**config.mk**
```make
export PLATFORM = sky130hd
export DESIGN_NAME = pdm_mic_capture
export DESIGN_NICKNAME = d
export VERILOG_FILES = /design/src/rtl/mic_pkg.sv /design/src/rtl/pdm_clk_gen.sv /design/src/rtl/pdm_mic_capture.sv
export SDC_FILE = /design/constraint.sdc
export NUM_CORES = 1
export LEC_CHECK = 0
export BUFFER_PORTS_ARGS = -buffer_cell sky130_fd_sc_hd__buf_2
export CAP_MARGIN = 25
export CORE_ASPECT_RATIO = 1.5
export CORE_MARGIN = 2
export CORE_UTILIZATION = 60
export DETAILED_ROUTE_END_ITERATION = 10
export PLACE_DENSITY = 0.92
export SYNTH_ARGS = -nofsm -noshare
export SYNTH_HDL_FRONTEND = slang
export SYNTH_SLANG_ARGS = --single-unit
```
**constraint.sdc**
```tcl
create_clock -name Clk -period 7.55 [get_ports Clk]
set_input_delay 0.755 -clock Clk [delete_from_list [all_inputs] [get_ports Clk]]
set_output_delay 0.755 -clock Clk [all_outputs]
set_load 0.01 [all_outputs]
```
**src/rtl/mic_pkg.sv**
```systemverilog
// Shared types and defaults for the PDM microphone capture path.
// Latency: none, declarations only.
// Backpressure: none, declarations only.
package mic_pkg;

    localparam int MIC_DIV_HALF_DEF = 25;
    localparam int MIC_FIFO_DEPTH   = 200000;
    localparam int MIC_CNT_W        = 20;

    typedef enum logic [2:0] {
        IDLE,
        CLEAR,
        ARM,
        RECORD,
        DONE
    } state_t;

endpackage

```
**src/rtl/pdm_clk_gen.sv**
```systemverilog
// Divides Clk down to the PDM mic clock and flags the cycle before each falling edge.
// Latency: mic_clk toggles on the edge after terminal count; sample_evt is combinational from registers.
// Backpressure: none; gate=0 parks the divider and holds mic_clk low, clr restarts the count.
module pdm_clk_gen #(
    parameter int DIV_HALF = 25
) (
    input  logic Clk,
    input  logic RstN,
    input  logic gate,
    input  logic clr,
    output logic mic_clk,
    output logic sample_evt
);

    localparam int            DW = $clog2(DIV_HALF);
    localparam logic [DW-1:0] TC = DW'(DIV_HALF - 1);

    logic [DW-1:0] div;
    logic          tc;

    assign tc = (div == TC);

    // Last cycle of the high phase: mic data is stable here.
    assign sample_evt = tc && mic_clk && gate;

    always_ff @(posedge Clk or negedge RstN) begin
        if (!RstN) begin
            div     <= '0;
            mic_clk <= 1'b0;
        end else if (!gate) begin
            div     <= '0;
            mic_clk <= 1'b0;
        end else if (clr) begin
            div     <= '0;
        end else if (tc) begin
            div     <= '0;
            mic_clk <= ~mic_clk;
        end else begin
            div     <= div + 1'b1;
        end
    end

endmodule

```
**src/rtl/pdm_mic_capture.sv**
```systemverilog
// Records one PDM mic bit per mic clock into the record FIFO per session (build option MIC_CLK_GATE_EN gates the mic clock).
// Latency: write strobe and data appear the cycle after the sample event; the first sample is skipped for alignment.
// Backpressure: F_FullN low at a sample event ends the session with no write; Abort ends it next cycle.
module pdm_mic_capture
    import mic_pkg::*;
#(
    parameter int DIV_HALF    = MIC_DIV_HALF_DEF,
    parameter int MAX_SAMPLES = MIC_FIFO_DEPTH,
    parameter int CNT_W       = MIC_CNT_W
) (
    input  logic             Clk,
    input  logic             RstN,
    input  logic             Start,
    input  logic             Abort,
    input  logic             Mic_Data,
    output logic             Mic_Clk,
    output logic             Mic_LRSel,
    output logic             Data_Out,
    output logic             FInN,
    output logic             FClrN,
    input  logic             F_FullN,
    output logic             Busy,
    output logic             Done,
    output logic [CNT_W-1:0] Sample_Cnt
);

    localparam logic [CNT_W-1:0] MAX_CNT = CNT_W'(MAX_SAMPLES);

    state_t           state;
    state_t           state_nxt;
    logic             sync1;
    logic             sync2;
    logic             sample_evt;
    logic             wr;
    logic             gate;
    logic             clr;
    logic [CNT_W-1:0] cnt_inc;

    assign Mic_LRSel = 1'b0;
    assign cnt_inc   = Sample_Cnt + 1'b1;

`ifdef MIC_CLK_GATE_EN
    assign gate = Busy;
    assign clr  = (state == CLEAR);
`else
    assign gate = 1'b1;
    assign clr  = 1'b0;
`endif

    pdm_clk_gen #(
        .DIV_HALF   (DIV_HALF)
    ) u_clk_gen (
        .Clk        (Clk),
        .RstN       (RstN),
        .gate       (gate),
        .clr        (clr),
        .mic_clk    (Mic_Clk),
        .sample_evt (sample_evt)
    );

    always_ff @(posedge Clk or negedge RstN) begin
        if (!RstN) begin
            sync1 <= 1'b0;
            sync2 <= 1'b0;
        end else begin
            sync1 <= Mic_Data;
            sync2 <= sync1;
        end
    end

    always_ff @(posedge Clk or negedge RstN) begin
        if (!RstN) begin
            state <= IDLE;
        end else begin
            state <= state_nxt;
        end
    end

    always_comb begin
        state_nxt = state;
        wr        = 1'b0;
        case (state)
            IDLE: begin
                if (Start && !Abort) begin
                    state_nxt = CLEAR;
                end
            end
            CLEAR: begin
                state_nxt = Abort ? DONE : ARM;
            end
            ARM: begin
                if (Abort) begin
                    state_nxt = DONE;
                end else if (sample_evt) begin
                    state_nxt = RECORD;
                end
            end
            RECORD: begin
                if (Abort) begin
                    state_nxt = DONE;
                end else if (sample_evt) begin
                    if (F_FullN) begin
                        wr = 1'b1;
                        if (cnt_inc == MAX_CNT) begin
                            state_nxt = DONE;
                        end
                    end else begin
                        state_nxt = DONE;
                    end
                end
            end
            DONE: begin
                state_nxt = IDLE;
            end
            default: begin
                state_nxt = IDLE;
            end
        endcase
    end

    // Status outputs are registered from the next state so they line up with the state register.
    always_ff @(posedge Clk or negedge RstN) begin
        if (!RstN) begin
            Data_Out   <= 1'b0;
            FInN       <= 1'b1;
            FClrN      <= 1'b1;
            Busy       <= 1'b0;
            Done       <= 1'b0;
            Sample_Cnt <= '0;
        end else begin
            FInN  <= ~wr;
            FClrN <= (state_nxt != CLEAR);
            Busy  <= (state_nxt == CLEAR) || (state_nxt == ARM) || (state_nxt == RECORD);
            Done  <= (state_nxt == DONE);
            if (wr) begin
                Data_Out   <= sync2;
                Sample_Cnt <= cnt_inc;
            end else if (state_nxt == CLEAR) begin
                Sample_Cnt <= '0;
            end
        end
    end

endmodule

```
==> results.sh, run 1 <==
export IMPL_critical_path_class="reg -> reg"
export IMPL_hold_ws_ps=354
export IMPL_cts_buffers_inserted=5
export IMPL_slowest_stage="nor3_1"
export IMPL_fp_dieW_um=51.5
export IMPL_cts_tree="built"
export IMPL_critPathMaxStageDelay_ps=660
export IMPL_fin_setup_tns_ps=0
export IMPL_met1_length_mm=1.87
export IMPL_synth_seq_cells=36
export IMPL_top_layer="met4"
export IMPL_cpLargestDelayFamily="simple AND/OR/NAND/NOR gates"
export IMPL_grt_max_degree=37
export IMPL_switching_share=0.222
export IMPL_crit_buf_inv=0
export IMPL_die_h_um=75.2
export IMPL_first_global_vias=1695
export IMPL_hold_path_class="reg -> reg"
export IMPL_place_gp_congestion=0.789
export IMPL_drive_above_1_share=0.183
export IMPL_first_pass_iters=4
export IMPL_max_cap_violations=0
export IMPL_htree_levels=2
export IMPL_postSynthAreaPerCell_um2=9.10
export IMPL_final_area_mm2=0.00230
export IMPL_regMostFlops="Sample_Cnt"
export IMPL_nFillCells=251
export IMPL_insertion_delay_ps=290
export IMPL_design_core_area_mm2=0.00319
export IMPL_path_cells="ha_1 > nand4_1 > nor3_1 > xnor2_1 > or4b_1 > or4_4 > a21oi_1"
export IMPL_p_int_mw=0.302
export IMPL_reg2regPathDepth=7
export IMPL_finalNonFillerCells=291
export IMPL_top_regs="Sample_Cnt (20), u_clk_gen.div (5), state (3)"
export IMPL_peakVddDrop_uv=189
export IMPL_grt_pass1_wl_mm=7.56
export IMPL_crit_path_end_kind="register"
export IMPL_synth_nets=232
export IMPL_wirelength_mm=4.52
export IMPL_dp_final_hpwl_mm=3.20
export IMPL_p_clk_frac=0.431
export IMPL_switching_power_mw=0.0863
export IMPL_wl_per_cell_um=15.5
export IMPL_worstPathArrival_ps=3380
export IMPL_crit_start="Sample_Cnt[0]$_DFFE_PN0P_"
export IMPL_place_inst=282
export IMPL_finalSetupViolations=0
export IMPL_yosys_warnings=0
export IMPL_n_antenna_cell=0
export IMPL_ys_top_cells_by_area="dfrtp_1, o21ai_0, and4_1"
export IMPL_via_per_inst=6.45
export IMPL_max_slew_worst_pin_slew_ps=789
export IMPL_rr_startpoint="Sample_Cnt[0]$_DFFE_PN0P_"
export IMPL_cts_resized=0
export IMPL_clk_pin_slew_worst_paths_ps=70
export IMPL_syn_instance_count=223
export IMPL_largest_register_ffs=20
export IMPL_synth_top_cell_area_share=0.419
export IMPL_cts_path_max_buffers=2
export IMPL_post_cts_buffers=0
export IMPL_status="completed"
export IMPL_ys_seq_area_frac=0.445
export IMPL_setup_worst_path_end="Done$_DFF_PN0_"
export IMPL_overflow=0
export IMPL_rr_endpoint="Done$_DFF_PN0_"
export IMPL_netlist_area_mm2=0.00203
export IMPL_ant_nets=0
export IMPL_slew_violations=0
export IMPL_power_leakage_nw=1.08
export IMPL_fin_util=0.720
export IMPL_cts_root_buffer="clkbuf_8"
export IMPL_num_vias=1877
export IMPL_dpl_cell_area_mm2=0.00218
export IMPL_fin_crit_sh=0.419
export IMPL_holdBufCountCts=0
export IMPL_drtIter0Drc=92
export IMPL_synth_edff_count=0
export IMPL_start_kind="register"
export IMPL_port_buffers=31
export IMPL_yosys_most_used_dff="dfrtp_1"
export IMPL_areaGrowthSynthToFinish_pct=13.2
export IMPL_wl_met2_mm=2.34
export IMPL_rows=25
export IMPL_crit_fanout=11
export IMPL_start_util=0.636
export IMPL_drcViolationCount=0
export IMPL_dieArea_mm2=0.00387
export IMPL_max_slew_margin=0.474
export IMPL_finalCriticalPeriod_ps=3170
export IMPL_boundaryPins=33
export IMPL_synth_common_cells="dfrtp_1, o21ai_0, nand2_1, nand3_1"
export IMPL_pwr_share_seq=0.517
export IMPL_synth_top_cell_by_area="dfrtp_1"
export IMPL_dr_wl_met3_um=223
export IMPL_timing_fmax_mhz=316
export IMPL_ys_types=49
export IMPL_critPathRequiredTime_ps=7760
export IMPL_cp_depth=7
export IMPL_grt_usage=0.258
export IMPL_pwr_density_cell_mw_per_mm2=169
export IMPL_hold_viol_final=0
export IMPL_skew_ps=3.58
export IMPL_grt_setup_unrepaired="no"
export IMPL_ys_async_sr_fraction=1.00
export IMPL_comb_power_share=0.052
export IMPL_r2r_slack_ps=4380
export IMPL_nNetsFinal=259
export IMPL_antenna_found_initial=0
export IMPL_cts_sinks=36
## cell usage in the layout, fill, tap and decap left out, types with 5 or more instances in the layout
master and count:
nand4_1 5, o31ai_1 5, a21oi_1 13, dfrtp_1 34, and4_1 8, nand2_1 17, inv_1 6, buf_2 31
clkbuf_8 5, o21ai_0 34, nor2_1 13, nand3_1 14
## stage by stage
| stage | worst slack (ps) | power, mW |
|---|---|---|
| CTS | 4410 | 0.389 |
| global placement | 4510 | 0.223 |
| global route | 4070 | 0.400 |
| detailed placement | 4420 | 0.224 |
| finish | 4380 | 0.388 |
| floorplan | 4670 | 0.214 |
## metal layers
layer  up-vias  global-route usage
met2        74               0.456
met4         0               0.114
met1       912               0.310
li1        880                   -
met5         -                   0
met3        11              0.0397
## worst min-delay path by stage
stage	depth (start not counted)	slack, ps	startpoint	endpoint
4_1_cts	0	360	sync1$_DFF_PN0_	sync2$_DFF_PN0_
3_3_place_gp	0	340	sync1$_DFF_PN0_	sync2$_DFF_PN0_
3_5_place_dp	0	340	sync1$_DFF_PN0_	sync2$_DFF_PN0_
6_report	0	350	sync1$_DFF_PN0_	sync2$_DFF_PN0_
5_1_grt	0	370	sync1$_DFF_PN0_	sync2$_DFF_PN0_
2_1_floorplan	0	330	sync1$_DFF_PN0_	sync2$_DFF_PN0_
## power groups by stage
stage               combinational, mW  sequential (mW)  clock, mW
floorplan                      0.0102            0.204          0
detailed placement             0.0195            0.204          0
CTS                            0.0194            0.201      0.169
global route                   0.0222            0.201      0.176
finish                         0.0200            0.201      0.167
global placement               0.0187            0.204          0
## final cells by class
class	instances	area [um2]	area share
inverters	7	26.3	0.0114
multi-input cells	168	1050	0.456
clock buffers	6	72.6	0.0316
well taps	40	50.0	0.0218
flip-flops and latches	36	903	0.393
repair buffers	32	163	0.0708
clock inverters	2	35.0	0.0153
## cells by family after synthesis
logic type | count (synthesis) | share of synthesized area
other cells | 1 | 0.00185
mux | 4 | 0.0204
compound gates | 69 | 0.199
flops | 36 | 0.445
xor+xnor | 7 | 0.0302
buf+inv | 19 | 0.0389
fa+ha+maj | 3 | 0.0185
simple gates | 84 | 0.246
Power figures use the tool's default switching activity.
==> run 2: changes to the inputs <==
--- a/config.mk
+++ b/config.mk
@@ -9,9 +9,9 @@
 export CAP_MARGIN = 25
 export CORE_ASPECT_RATIO = 1.5
 export CORE_MARGIN = 2
-export CORE_UTILIZATION = 60
+export CORE_UTILIZATION = 56
 export DETAILED_ROUTE_END_ITERATION = 10
-export PLACE_DENSITY = 0.92
+export PLACE_DENSITY = 0.87
 export SYNTH_ARGS = -nofsm -noshare
 export SYNTH_HDL_FRONTEND = slang
 export SYNTH_SLANG_ARGS = --single-unit
==> constraint.sdc (replaced) <==
create_clock -name Clk -period 3.01 [get_ports Clk]
set_input_delay 0.301 -clock Clk [delete_from_list [all_inputs] [get_ports Clk]]
set_output_delay 0.301 -clock Clk [all_outputs]
set_load 0.01 [all_outputs]
==> results.sh, run 2 (synthesis gave the netlist of run 1 again) <==
export IMPL_status="completed"
export IMPL_htree_levels=2
export IMPL_worstPathArrival_ps=3010
export IMPL_r2r_slack_ps=210
export IMPL_timing_fmax_mhz=357
export IMPL_drive_above_1_share=0.196
export IMPL_drcViolationCount=0
export IMPL_grt_usage=0.264
export IMPL_ant_nets=0
export IMPL_insertion_delay_ps=290
export IMPL_drtIter0Drc=48
export IMPL_first_global_vias=1779
export IMPL_pwr_density_cell_mw_per_mm2=392
export IMPL_areaGrowthSynthToFinish_pct=14.3
export IMPL_port_buffers=31
export IMPL_multiInputGateArea_mm2=0.00105
export IMPL_fin_crit_sh=0.931
export IMPL_antenna_found_initial=0
export IMPL_largest_register_ffs=20
export IMPL_fin_setup_tns_ps=0
export IMPL_dp_final_hpwl_mm=3.34
export IMPL_first_pass_iters=5
export IMPL_crit_path_end_kind="register"
export IMPL_hold_viol_final=0
export IMPL_start_util=0.588
export IMPL_regMostFlops="Sample_Cnt"
export IMPL_rows=26
export IMPL_cts_root_buffer="clkbuf_8"
export IMPL_num_vias=1858
export IMPL_die_h_um=77.7
export IMPL_grt_pass1_wl_mm=8.15
export IMPL_finalNonFillerCells=297
export IMPL_design_core_area_mm2=0.00345
export IMPL_cts_resized=0
export IMPL_top_regs="Sample_Cnt (20), u_clk_gen.div (5), state (3)"
export IMPL_critPathRequiredTime_ps=3220
export IMPL_nFillCells=313
export IMPL_place_inst=289
export IMPL_finalCriticalPeriod_ps=2800
export IMPL_n_antenna_cell=0
export IMPL_max_slew_worst_pin_slew_ps=788
export IMPL_start_kind="register"
export IMPL_regArea_um2=903
export IMPL_critical_path_class="reg -> reg"
export IMPL_wl_per_cell_um=16.1
export IMPL_cts_tree="built"
export IMPL_dieArea_mm2=0.00413
export IMPL_via_per_inst=6.26
export IMPL_place_gp_congestion=0.877
export IMPL_peakVddDrop_uv=386
export IMPL_max_slew_margin=0.475
export IMPL_post_place_ws_ps=290
export IMPL_cts_path_max_buffers=2
export IMPL_finalSetupViolations=0
export IMPL_hold_path_class="in -> async"
export IMPL_boundaryPins=33
export IMPL_dpl_cell_area_mm2=0.00222
export IMPL_nNetsFinal=263
export IMPL_grt_setup_unrepaired="no"
export IMPL_finalWorstSetupSlack_ps=208
export IMPL_holdBufCountCts=0
export IMPL_crit_fanout=10
export IMPL_power_leakage_nw=1.09
export IMPL_cts_buffers_inserted=5
export IMPL_post_cts_buffers=0
export IMPL_fp_dieW_um=53.1
export IMPL_final_area_mm2=0.00232
export IMPL_overflow=0
export IMPL_grt_max_degree=37
export IMPL_slew_violations=0
export IMPL_most_common_layout_cells="dfrtp_1, o21ai_0, buf_2, nand2_1, nand3_1"
export IMPL_skew_ps=6.96
export IMPL_reg2regPathDepth=7
export IMPL_clk_pin_slew_worst_paths_ps=70
export IMPL_cts_sinks=36
export IMPL_max_cap_violations=0
export IMPL_wirelength_mm=4.79
export IMPL_fin_util=0.672
==> run 2: cell types whose count changed in the layout (fill, tap and decap cells not counted) <==
cell / before / now
buf_4: 1 / 5
bufinv_16: 1 / 0
clkbuf_1: 1 / 2
clkbuf_8: 5 / 6
clkinv_2: 1 / 0
nor4_1: 3 / 2
nor4_2: 0 / 1
==> run 2: path summary, 6_finish.rpt <==
path / endpoint / start
setup / recovery: state[2]$_DFF_PN0_ / Sample_Cnt[1]$_DFFE_PN0P_
hold / removal: u_clk_gen.div[2]$_DFF_PN0_ / RstN
setup reg to reg: state[2]$_DFF_PN0_ / Sample_Cnt[1]$_DFFE_PN0P_
hold reg to reg: sync2$_DFF_PN0_ / sync1$_DFF_PN0_
max in group asynchronous: Sample_Cnt[10]$_DFFE_PN0P_ / RstN
min in group Clk: sync1$_DFF_PN0_ / Mic_Data
==> run 2: area by class of cell <==
cell class / instances / share of cell area
Clock buffer: 8 / 0.0389
Multi-Input combinational cell: 168 / 0.454
Timing Repair Buffer: 36 / 0.0832
Sequential cell: 36 / 0.390
Inverter: 7 / 0.0113
Tap cell: 42 / 0.0227
==> run 2: per-stage QoR <==
stage	total power, mW	hold WS, ps
after floorplan	0.536	5.41
after global placement	0.560	334
after detailed placement	0.565	339
after CTS	0.914	112
after global routing	0.938	110
final	0.908	90.4
==> run 2: critical path, stage by stage, from the launching register on <==
cell	delay, ps
dfrtp_1	500
ha_1	370
nand4_1	240
nor3_1	350
xnor2_1	180
or4b_1	440
or4_4	440
a21oi_1	190
==> run 2: power breakdown <==
group          leakage (nW)  total (mW)  switching (mW)  internal (mW)
Combinational         0.569      0.0510          0.0336         0.0173
Clock                0.0455       0.353           0.167          0.187
Sequential            0.474       0.504         0.00970          0.494
Total                  1.09       0.908           0.210          0.698
==> run 2: metal layers <==
layer / up-vias / track usage / wire, um
li1: 885 / - / -
met1: 890 / 0.326 / 1880
met2: 67 / 0.426 / 2490
met3: 16 / 0.0558 / 278
met4: 0 / 0.128 / 143
met5: - / 0 / 0
==> run 3: changes to the inputs <==
--- a/config.mk
+++ b/config.mk
@@ -9,9 +9,10 @@
 export CAP_MARGIN = 25
 export CORE_ASPECT_RATIO = 1.5
 export CORE_MARGIN = 2
-export CORE_UTILIZATION = 56
+export CORE_UTILIZATION = 51
+export CTS_BUF_LIST = sky130_fd_sc_hd__clkbuf_8
 export DETAILED_ROUTE_END_ITERATION = 10
-export PLACE_DENSITY = 0.87
+export PLACE_DENSITY = 0.84
 export SYNTH_ARGS = -nofsm -noshare
 export SYNTH_HDL_FRONTEND = slang
 export SYNTH_SLANG_ARGS = --single-unit
==> constraint.sdc (replaced) <==
create_clock -name Clk -period 2.3 [get_ports Clk]
set_input_delay 0.23 -clock Clk [delete_from_list [all_inputs] [get_ports Clk]]
set_output_delay 0.23 -clock Clk [all_outputs]
set_load 0.01 [all_outputs]
==> results.sh, run 3 (synthesis gave the netlist of run 1 again) <==
export IMPL_status="finished, violations left"
export IMPL_violations="negative setup slack"
export IMPL_finalWorstSetupSlack_ps=-29.8
export IMPL_insertion_delay_ps=290
export IMPL_drcViolationCount=0
export IMPL_crit_start="Sample_Cnt[0]$_DFFE_PN0P_"
export IMPL_drtIter0Drc=128
export IMPL_slowest_stage="or4b_4"
export IMPL_start_kind="register"
export IMPL_dp_final_hpwl_mm=3.53
export IMPL_dieArea_mm2=0.00451
export IMPL_max_cap_violations=0
export IMPL_cts_buffers_inserted=5
export IMPL_path_cells="ha_4 > nand4_1 > buf_6 > nor3_4 > xnor2_1 > or4b_4 > or4_4 > o211a_1"
export IMPL_p_int_mw=0.991
export IMPL_wl_per_cell_um=15.3
export IMPL_wirelength_mm=5.01
export IMPL_areaGrowthSynthToFinish_pct=28.7
export IMPL_crit_path_end_kind="register"
export IMPL_ant_nets=0
export IMPL_finalSetupViolations=3
export IMPL_place_gp_congestion=0.867
export IMPL_slew_violations=0
export IMPL_skew_ps=6.91
export IMPL_worstPathArrival_ps=2510
export IMPL_nNetsFinal=291
export IMPL_cts_tree="built"
export IMPL_reg2regPathDepth=8
export IMPL_antenna_found_initial=0
export IMPL_port_buffers=31
export IMPL_most_common_layout_cells="o21ai_0, buf_4, dfrtp_1, buf_2, nand2_1"
export IMPL_rr_endpoint="state[1]$_DFF_PN0_"
export IMPL_num_vias=1971
export IMPL_rows=28
export IMPL_design_core_area_mm2=0.00389
export IMPL_largest_register_ffs=20
export IMPL_critPathRequiredTime_ps=2480
export IMPL_grt_pass1_wl_mm=8.25
export IMPL_p_clk_frac=0.433
export IMPL_grt_setup_unrepaired="yes"
export IMPL_fin_crit_sh=1.01
export IMPL_pwr_share_seq=0.515
export IMPL_p_total_mw=1.28
export IMPL_pwr_density_cell_mw_per_mm2=491
export IMPL_regMostFlops="Sample_Cnt"
export IMPL_holdBufCountCts=0
export IMPL_r2r_slack_ps=-30
export IMPL_peakVddDrop_uv=424
export IMPL_top_regs="Sample_Cnt (20), u_clk_gen.div (5), state (3)"
export IMPL_overflow=0
export IMPL_fp_dieW_um=55.5
export IMPL_cts_path_max_buffers=2
export IMPL_clk_pin_slew_worst_paths_ps=80
export IMPL_post_place_ws_ps=-48.1
export IMPL_die_h_um=81.2
export IMPL_n_antenna_cell=0
export IMPL_max_slew_margin=0.470
export IMPL_switching_power_mw=0.290
export IMPL_boundaryPins=33
export IMPL_grt_usage=0.234
export IMPL_crit_buf_inv=1
export IMPL_hold_path_class="in -> async"
export IMPL_grt_max_degree=37
export IMPL_cts_root_buffer="clkbuf_8"
export IMPL_hold_viol_final=0
export IMPL_cts_sinks=36
export IMPL_crit_fanout=5
export IMPL_drive_above_1_share=0.314
export IMPL_first_pass_iters=4
export IMPL_first_global_vias=1800
export IMPL_via_per_inst=6.01
export IMPL_rr_startpoint="Sample_Cnt[0]$_DFFE_PN0P_"
export IMPL_switching_share=0.227
export IMPL_cpLargestDelayFamily="simple AND/OR/NAND/NOR gates"
export IMPL_finalCriticalPeriod_ps=2330
export IMPL_start_util=0.522
export IMPL_max_slew_worst_pin_slew_ps=796
export IMPL_comb_power_share=0.052
export IMPL_critical_path_class="reg -> reg"
export IMPL_layout_commonest_cell="o21ai_0"
export IMPL_htree_levels=2
export IMPL_timing_fmax_mhz=429
export IMPL_critPathMaxStageDelay_ps=480
export IMPL_power_leakage_nw=1.28
==> run 3: worst reg2reg max path: stages, from the launching register on <==
cell and delay, ps:
dfrtp_2 430, ha_4 150, nand4_1 90, buf_6 160
nor3_4 140, xnor2_1 160, or4b_4 480, or4_4 460
o211a_1 150
==> run 3: area by class of cell <==
class	count	area [um2]
multi-input combinational	168	1100
inverter	7	26.3
fill	308	1280
clock inverter	3	42.5
timing repair buffer	64	407
sequential	36	907
clock buffer	5	68.8
tap	45	56.3
==> run 3: power by group through the flow <==
stage	combinational [mW]	clock, mW	sequential, mW
4_1_cts	0.0665	0.562	0.659
3_5_place_dp	0.0661	0	0.671
5_1_grt	0.0761	0.601	0.661
2_1_floorplan	0.0335	0	0.669
3_3_place_gp	0.0655	0	0.670
6_report	0.0667	0.555	0.659
==> run 3: what timing repair did <==
item | 4_1_cts | 5_1_grt
gates resized for setup | 4 | 4
setup buffers | 1 | 3
pin swaps | 0 | 1
setup endpoints to repair | 4 | 4
==> run 3: how the worst max path moves through the flow <==
stage,endpoint,slack (ps),depth (start not counted)
finish,state[1]$_DFF_PN0_,-30,8
global route,Busy$_DFF_PN0_,-140,8
CTS,state[1]$_DFF_PN0_,10,6
detailed placement,state[1]$_DFF_PN0_,-50,7
global placement,Busy$_DFF_PN0_,-5,7
floorplan,Busy$_DFF_PN0_,-140,8
==> run 3: layer usage <==
metal,vias up,share of wire,global-route usage
met5,-,0,0
met2,58,0.54,0.406
met1,959,0.40,0.265
met4,0,0.018,0.139
li1,946,-,-
met3,8,0.046,0.0494
==> run 3: metrics by stage <==
stage / setup TNS [ps] / cells / hold slack (ps) / utilization / cell area (um2)
finish: -61.3 / 328 / 16.9 / 0.671 / 2610
global route: -491 / 328 / 24.0 / 0.671 / 2610
CTS: 0 / 325 / 33.9 / 0.662 / 2580
detailed placement: -109 / 316 / 339 / 0.626 / 2440
global placement: -4.65 / 316 / 336 / 0.626 / 2440
floorplan: -462 / 223 / -65.6 / - / 2070
